## src/rtl/pipe_pkg.sv

```systemverilog
// Shared definitions for the valid/ready pipeline stage register.
// The state encoding doubles as the occupancy count.
package pipe_pkg;

  localparam int OCC_W = 2;

  typedef enum logic [1:0] {
    EMPTY = 2'd0,
    ONE   = 2'd1,
    FULL  = 2'd2
  } state_t;

  function automatic logic [OCC_W-1:0] occupancy(input state_t s);
    return s;
  endfunction

endpackage

```

## src/rtl/pipe_stage_skid_if.sv

```systemverilog
// Upstream/downstream handshake bundle for one pipeline stage register.
// A transfer happens on a rising edge where valid and ready are both high;
// valid may not depend on ready, and the stage only captures/retires then.
interface pipe_stage_skid_if #(
  parameter int N = 32
);
  logic         in_valid;
  logic         in_ready;
  logic [N-1:0] in;
  logic         out_valid;
  logic         out_ready;
  logic [N-1:0] out;

  modport master (
    output in_valid, in, out_ready,
    input  in_ready, out_valid, out
  );

  modport slave (
    input  in_valid, in, out_ready,
    output in_ready, out_valid, out
  );
endinterface

```

## src/rtl/pipe_data_reg.sv

```systemverilog
// N-bit data register: async active-low reset, synchronous clear, load enable.
// Clear wins over load so a squash never lets a bundle slip through.
module pipe_data_reg #(
  parameter int N = 32
) (
  input  logic         clk,
  input  logic         rst_n,
  input  logic         clr,
  input  logic         en,
  input  logic [N-1:0] d,
  output logic [N-1:0] q
);

  always_ff @(posedge clk or negedge rst_n) begin
    if (!rst_n) begin
      q <= '0;
    end else if (clr) begin
      q <= '0;
    end else if (en) begin
      q <= d;
    end
  end

endmodule

```

## src/rtl/pipe_stage_skid.sv

```systemverilog
// Pipeline stage register with flush, hazard hold and an optional skid entry.
// With SKID=1 in_ready comes only from registered state plus hold/flush.
module pipe_stage_skid
  import pipe_pkg::*;
#(
  parameter int N    = 32,
  parameter int SKID = 1
) (
  input  logic             clk,
  input  logic             rst_n,
  input  logic             flush,
  input  logic             hold,
  pipe_stage_skid_if.slave bus,
  output logic [OCC_W-1:0] count,
  output state_t           dbg_state
);

  localparam bit HAS_SKID = (SKID != 0);

  state_t       state;
  state_t       state_nx;
  logic [N-1:0] main_q;
  logic [N-1:0] main_d;
  logic [N-1:0] skid_q;
  logic         main_valid;
  logic         skid_valid;
  logic         accept;
  logic         pop;
  logic         load_main;
  logic         load_skid;

  assign main_valid = (state != EMPTY);
  assign skid_valid = (state == FULL);

  generate
    if (HAS_SKID) begin : g_rdy_skid
      assign bus.in_ready = ~skid_valid & ~hold & ~flush & rst_n;
    end else begin : g_rdy_flow
      // Combinational out_ready -> in_ready path; accounted for in timing closure.
      assign bus.in_ready = (~main_valid | bus.out_ready) & ~hold & ~flush & rst_n;
    end
  endgenerate

  assign accept = bus.in_valid & bus.in_ready;
  assign pop    = main_valid & bus.out_ready & ~hold & ~flush;

  always_ff @(posedge clk or negedge rst_n) begin
    if (!rst_n) begin
      state <= EMPTY;
    end else begin
      state <= state_nx;
    end
  end

  always_comb begin
    state_nx  = state;
    load_main = 1'b0;
    load_skid = 1'b0;
    main_d    = bus.in;
    if (flush) begin
      state_nx = EMPTY;
    end else begin
      case (state)
        EMPTY: begin
          if (accept) begin
            state_nx  = ONE;
            load_main = 1'b1;
          end
        end
        ONE: begin
          if (accept && pop) begin
            load_main = 1'b1;
          end else if (accept && HAS_SKID) begin
            state_nx  = FULL;
            load_skid = 1'b1;
          end else if (pop) begin
            state_nx = EMPTY;
          end
        end
        FULL: begin
          // in_ready is low here, so the only move is skid -> main on a pop.
          if (pop) begin
            state_nx  = ONE;
            load_main = 1'b1;
            main_d    = skid_q;
          end
        end
        default: state_nx = EMPTY;
      endcase
    end
  end

  pipe_data_reg #(.N(N)) u_main (
    .clk   (clk),
    .rst_n (rst_n),
    .clr   (flush),
    .en    (load_main),
    .d     (main_d),
    .q     (main_q)
  );

  generate
    if (HAS_SKID) begin : g_skid
      pipe_data_reg #(.N(N)) u_skid (
        .clk   (clk),
        .rst_n (rst_n),
        .clr   (flush),
        .en    (load_skid),
        .d     (bus.in),
        .q     (skid_q)
      );
    end else begin : g_no_skid
      assign skid_q = '0;
    end
  endgenerate

  assign bus.out_valid = main_valid;
  assign bus.out       = main_q;
  assign count         = occupancy(state);
  assign dbg_state     = state;

endmodule

```

## src/flat_wrapper.sv

```systemverilog
// flat-port wrapper written by rule: the top's interface ports become plain ports
module pipe_stage_skid_flat import pipe_pkg::*;
#(
  parameter int N    = 32,
  parameter int SKID = 1
)
  (clk, rst_n, flush, hold, count, dbg_state, bus_in_valid, bus_in, bus_out_ready, bus_in_ready, bus_out_valid, bus_out);
  pipe_stage_skid_if #(.N(N)) bus_i ();
  input  logic clk;
  input  logic rst_n;
  input  logic flush;
  input  logic hold;
  output logic [OCC_W-1:0] count;
  output state_t dbg_state;
  input wire logic [$bits(bus_i.in_valid)-1:0] bus_in_valid;
  input wire logic [$bits(bus_i.in)-1:0] bus_in;
  input wire logic [$bits(bus_i.out_ready)-1:0] bus_out_ready;
  output wire logic [$bits(bus_i.in_ready)-1:0] bus_in_ready;
  output wire logic [$bits(bus_i.out_valid)-1:0] bus_out_valid;
  output wire logic [$bits(bus_i.out)-1:0] bus_out;
  assign bus_i.in_valid = bus_in_valid;
  assign bus_i.in = bus_in;
  assign bus_i.out_ready = bus_out_ready;
  assign bus_in_ready = bus_i.in_ready;
  assign bus_out_valid = bus_i.out_valid;
  assign bus_out = bus_i.out;
  pipe_stage_skid #(.N(N), .SKID(SKID)) u_core (.clk(clk), .rst_n(rst_n), .flush(flush), .hold(hold), .bus(bus_i), .count(count), .dbg_state(dbg_state));
endmodule
```

## config.mk

```make
export PLATFORM = sky130hd
export DESIGN_NAME = pipe_stage_skid_flat
export DESIGN_NICKNAME = d
export VERILOG_FILES = /design/src/rtl/pipe_pkg.sv /design/src/rtl/pipe_stage_skid_if.sv /design/src/rtl/pipe_data_reg.sv /design/src/rtl/pipe_stage_skid.sv /design/src/flat_wrapper.sv
export SDC_FILE = /design/constraint.sdc
export NUM_CORES = 1
export LEC_CHECK = 0
export CAP_MARGIN = 10
export CORE_MARGIN = 8
export CORE_UTILIZATION = 40
export CTS_CLUSTER_SIZE = 28
export DETAILED_ROUTE_END_ITERATION = 10
export HOLD_SLACK_MARGIN = 0.1
export PLACE_DENSITY = 0.66
export SLEW_MARGIN = 20
export SYNTH_ARGS = -nofsm -noshare
export SYNTH_HDL_FRONTEND = slang
export SYNTH_SLANG_ARGS = --single-unit
```

## constraint.sdc

```tcl
create_clock -name clk -period 4.05 [get_ports clk]
set_input_delay 0.81 -clock clk [delete_from_list [all_inputs] [get_ports clk]]
set_output_delay 0.81 -clock clk [all_outputs]
set_load 0.01 [all_outputs]
```

; ---- Yosys cells after proc, flatten, opt, wreduce, memory -nomap -nowiden
; Cells that the tools add are included.
[word_totals]
word_cells = 46
in_bits = 38
regBits = 66
output_inout_bits = 38
[classes]
reduce_logical = 6
n_eq_ne = 6
bitwise_logic = 10
muxes = 21
[op_table]
columns = op, count
row1 = 32-bit two-way mux, 6
row2 = 2-bit two-way mux, 6
row3 = 1-bit bitwise AND, 7
row4 = 1-bit two-way mux, 7
row5 = "3-bit != test, second input constant", 2
row6 = 2-bit case mux with 3 select lines, 1
row7 = 2-bit nonzero test, 3
row8 = "4-bit by 2-bit != test with 1-bit output, second input constant", 1
row9 = 4-bit AND reduction, 1
row10 = "3-bit by 2-bit != test with 1-bit output, second input constant", 1
row11 = 1-bit inverter, 3
row12 = 1-bit case mux with 3 select lines, 1
row13 = "2-bit by 1-bit == test with 1-bit output, second input constant", 1
row14 = "2-bit == test, second input constant", 1
row15 = 2-bit logical NOT, 1
row16 = 1-bit logical AND, 1

; ---- Logic depth before layout (Yosys ltp)
[logic_depth]
ltp_word = 12
depth_mapped = 6
mapped_depth_nobuf = 4

; ---- Cells and area by module
; A second synthesis with hierarchy kept.
[hier_totals]
hier_cells = 260
area_unflattened_um2 = 3339.5
[by_module_without_submodules]
columns = module, area_each_um2, cells_per_inst, n_inst
row1 = pipe_data_reg, 1323.8, 103, 2
row2 = pipe_stage_skid, 691.9, 54, 1

; ---- Worst setup path after synthesis
; OpenSTA, ideal clock, no wires.
[synth_timing]
path_kind = input-to-reg
startpoint = input port bus_in_valid
endpoint = register u_core.u_main.q[0]
arrival_time_ns = 2.134
path_stages = 5
n_path_buf = 1
required_time_ns = 3.925
path_slack_ns = 1.791
path_cell_list = and3b_1 > a21o_1 > a221oi_4 > buf_6 > mux2_2
[synth_via]
elab_chain_len = 6
[synth_lines]
columns = item, line_no
row1 = "start, declared", flat_wrapper.sv:15  ; input wire logic [$bits(bus_i.in_valid)-1:0] bus_in_valid;
row2 = 1-bit bitwise AND (*), pipe_stage_skid.sv:44  ; assign accept = bus.in_valid & bus.in_ready;
row3 = 1-bit logical AND, pipe_stage_skid.sv:71  ; if (accept && pop) begin
row4 = 1-bit two-way mux, pipe_stage_skid.sv:71
row5 = 1-bit case mux with 3 select lines (*), pipe_stage_skid.sv:63  ; case (state)
row6 = 1-bit two-way mux (*), pipe_stage_skid.sv:60  ; if (flush) begin
row7 = 2-bit nonzero test (no source line) (*), -
row8 = "end signal, assigned", pipe_data_reg.sv:16  ; q <= '0;
row9 = "end signal, assigned", pipe_data_reg.sv:18  ; q <= '0;
row10 = "end signal, assigned", pipe_data_reg.sv:20  ; q <= d;
row11 = "end, declared", pipe_data_reg.sv:11  ; output logic [N-1:0] q
; Every way passes the cells marked *; elsewhere a longest branch is shown, timed or not.
; A chain may end at the register's enable or synchronous reset.

; ---- Worst setup path in the final report
[layout_timing]
startpoint = input port hold
endpoint = output port bus_in_ready
[layout_via]
elab_chain_len = 4
[layout_lines]
columns = item, line_no
row1 = "start, declared", flat_wrapper.sv:12  ; input logic hold;
row2 = 1-bit inverter, pipe_stage_skid.sv:37  ; assign bus.in_ready = ~skid_valid & ~hold & ~flush & rst_n;
row3 = 1-bit bitwise AND (3 in series), pipe_stage_skid.sv:37
row4 = "end, declared", flat_wrapper.sv:18  ; output wire logic [$bits(bus_i.in_ready)-1:0] bus_in_ready;
; No other way between the ends.

==> metrics.csv <==
metric,value,unit
vias in the first global route,2542,
antenna diode count,0,
CP Class,in2out,
syn nets,341,
vias per cell,4.92,
# rows,32,
global-route wire length before repair,12600,µm
CP required,3.24,ns
main flop type after synthesis,dfrtp_1,
Commonest cells post-synth,"nand2_1, dfrtp_1, mux2_2, a21oi_1, nor2b_1",
Setup Skew,0.00637,ns
"Clk Latency, worst-skew pair",0.33,ns
Startpoint Class,primary input,
die area,0.0111,mm²
"top cells by area, synth","dfrtp_1, mux2_2, nand2_1",
htree depth,3,
setup TNS,0,ns
Final nets,411,
Syn Area/Cell,10.6,µm²
CTS Buffer Depth,2,
Ys Warns,0,
proportion of synthesized chip area in sequential cells,51.5,%
top cell type's share of synthesized area,51.5,%
Max Clk Rate,0.326,GHz
initial antenna violation count,0,
IO buf count,75,
DRC errors left,0,
Yosys reg bits,66,
"Async S/R FF share, synth",100,%
Syn Inst Count,303,
distinct cell type count after synthesis,22,
"Cell Area, Synth",0.00321,mm²
CTS Root Cell,clkbuf_8,
chip width,106,µm
slew margin rel.,55.2,%
run status,finished clean,
max-capacitance violation count,0,
post-route cell area,0.00422,mm²
via count of the routed design,2363,
Final Hold Fails,0,
Worst Hold Class,in2async,
final worst path period need,3.07,ns
I/O pin count,76,
measured slew at the worst slew-check pin,0.672,ns
initial core utilization,41.3,%
max-slew violations,0,
VDD IR max,0.156,mV
gr usage total,14.1,%
crit path DAT,2.26,ns
RSZ-0062 raised after global routing,false,
Fillers,720,
CTS resizes,0,
detailed-router iteration count before antenna repair,4,
"Worst Setup Slack, final",0.979,ns
grt ovf,0,
most common cell in the netlist,nand2_1,
TritonCTS buffer count,9,
crit path capture type,primary output,
CTS Hold Buffers Added,0,
"EDFF count, synth",0,
Leakage,0.00179,µW
CTS tree,yes,
drt initial violations,63,
"Cell Count, Final, Fillers Out",480,
post-place instance area,0.00402,mm²
Layout area overhead,31.5,%
Clock Pin Slew Worst Setup and Hold Paths,0.07,ns
setup bufs post-CTS,0,
die span in y,106,µm
pre-CTS WS,0.922,ns
layout cells sized above 1,21.7,%
largest net degree at the start of global routing,65,
dpl cells,464,
DR WL/cell,15.8,µm
drt total wl,7600,µm
fin crit share,75.8,%
Core Area,0.00777,mm²
"Max FO, Critical Path",5,
final antenna-violating net count,0,
# setup viols final,0,
cell taking the most area after synthesis,dfrtp_1,
pwr dens,351,mW/mm²
GPL Wtd Cong,0.748,
dpl hpwl,5040,µm
CTS Sinks,66,
final cells by class:
| type | instances | area (µm²) | share of cell area [%] |
|---|---|---|---|
| clock buffers | 12 | 145 | 3.44 |
| clock inverters | 4 | 51.3 | 1.22 |
| inverters | 3 | 11.3 | 0.267 |
| multi-input cells | 212 | 1430 | 34.0 |
| flip-flops and latches | 66 | 1650 | 39.1 |
| well taps | 102 | 128 | 3.02 |
| repair buffers | 81 | 798 | 18.9 |
per-layer routing:
layer	up-vias	global-route usage, %	share of wire (%)
li1	1156	-	-
met1	1150	17.2	46
met2	49	22.5	48
met3	8	3.71	4.7
met4	0	7.64	1.3
met5	-	0	0
cell usage in the layout, fill, tap and decap left out, drive strengths merged, types with 2 or more instances in the layout:
| cell type | count |
|---|---|
| clkbuf | 12 |
| a221o | 3 |
| buf | 8 |
| mux2 | 58 |
| and3 | 2 |
| clkinv | 2 |
| nor2 | 5 |
| nor2b | 32 |
| and3b | 2 |
| dfrtp | 66 |
| nand2 | 67 |
| clkdlybuf4s50 | 73 |
| a21oi | 34 |
| inv | 3 |
| a21o | 2 |
sequential cells by signal, indices dropped and copies added, names as in the netlist:
register and cells:
u_core.u_main.q 32, u_core.count 2, u_core.g_skid.u_skid.q 32
cell families after synthesis:
group                  Yosys count  synth area share [%]
multiplexers                    58                  20.4
AND/OR/NAND/NOR                112                  16.4
flip-flops                      66                  51.5
AO/OA/AOI/OAI                   42                  7.91
buffers and inverters           25                  3.86
path summary, 6_finish.rpt:
path                                     start                          to  slack, ns  depth (start not counted)
setup / recovery                          hold                bus_in_ready       0.98                          4
hold / removal                           rst_n          u_core.u_main.q[9]       0.47                          1
min in group clk           u_core.u_main.q[22]         u_core.u_main.q[22]       0.51                          1
max in group asynchronous                rst_n  u_core.g_skid.u_skid.q[20]       2.61                          2
hold reg to reg            u_core.u_main.q[22]         u_core.u_main.q[22]       0.51                          1
setup reg to reg               u_core.count[1]         u_core.u_main.q[10]       1.69                          5
power by group:
group          switching, µW  leakage [µW]  total [µW]  internal [µW]
combinational           91.5      0.000806         228            137
sequential              19.0      0.000891         708            690
clock                    241     0.0000966         543            302
total                    352       0.00179        1480           1130
per-stage QoR:
stage | total power (µW) | hold slack, ns | utilization, %
2_1_floorplan | 816 | 0.498 | -
3_3_place_gp | 950 | 0.491 | 51.8
3_5_place_dp | 953 | 0.497 | 51.8
4_1_cts | 1500 | 0.467 | 54.3
5_1_grt | 1550 | 0.486 | 54.3
6_report | 1480 | 0.468 | 54.3
worst max-delay path, cell delays in order:
cell and delay (ns):
clkdlybuf4s50_1 0.48, nor2_1 0.25, and3_1 0.19, clkdlybuf4s50_1 0.54
Note: power is estimated with default switching activity, not from simulation.
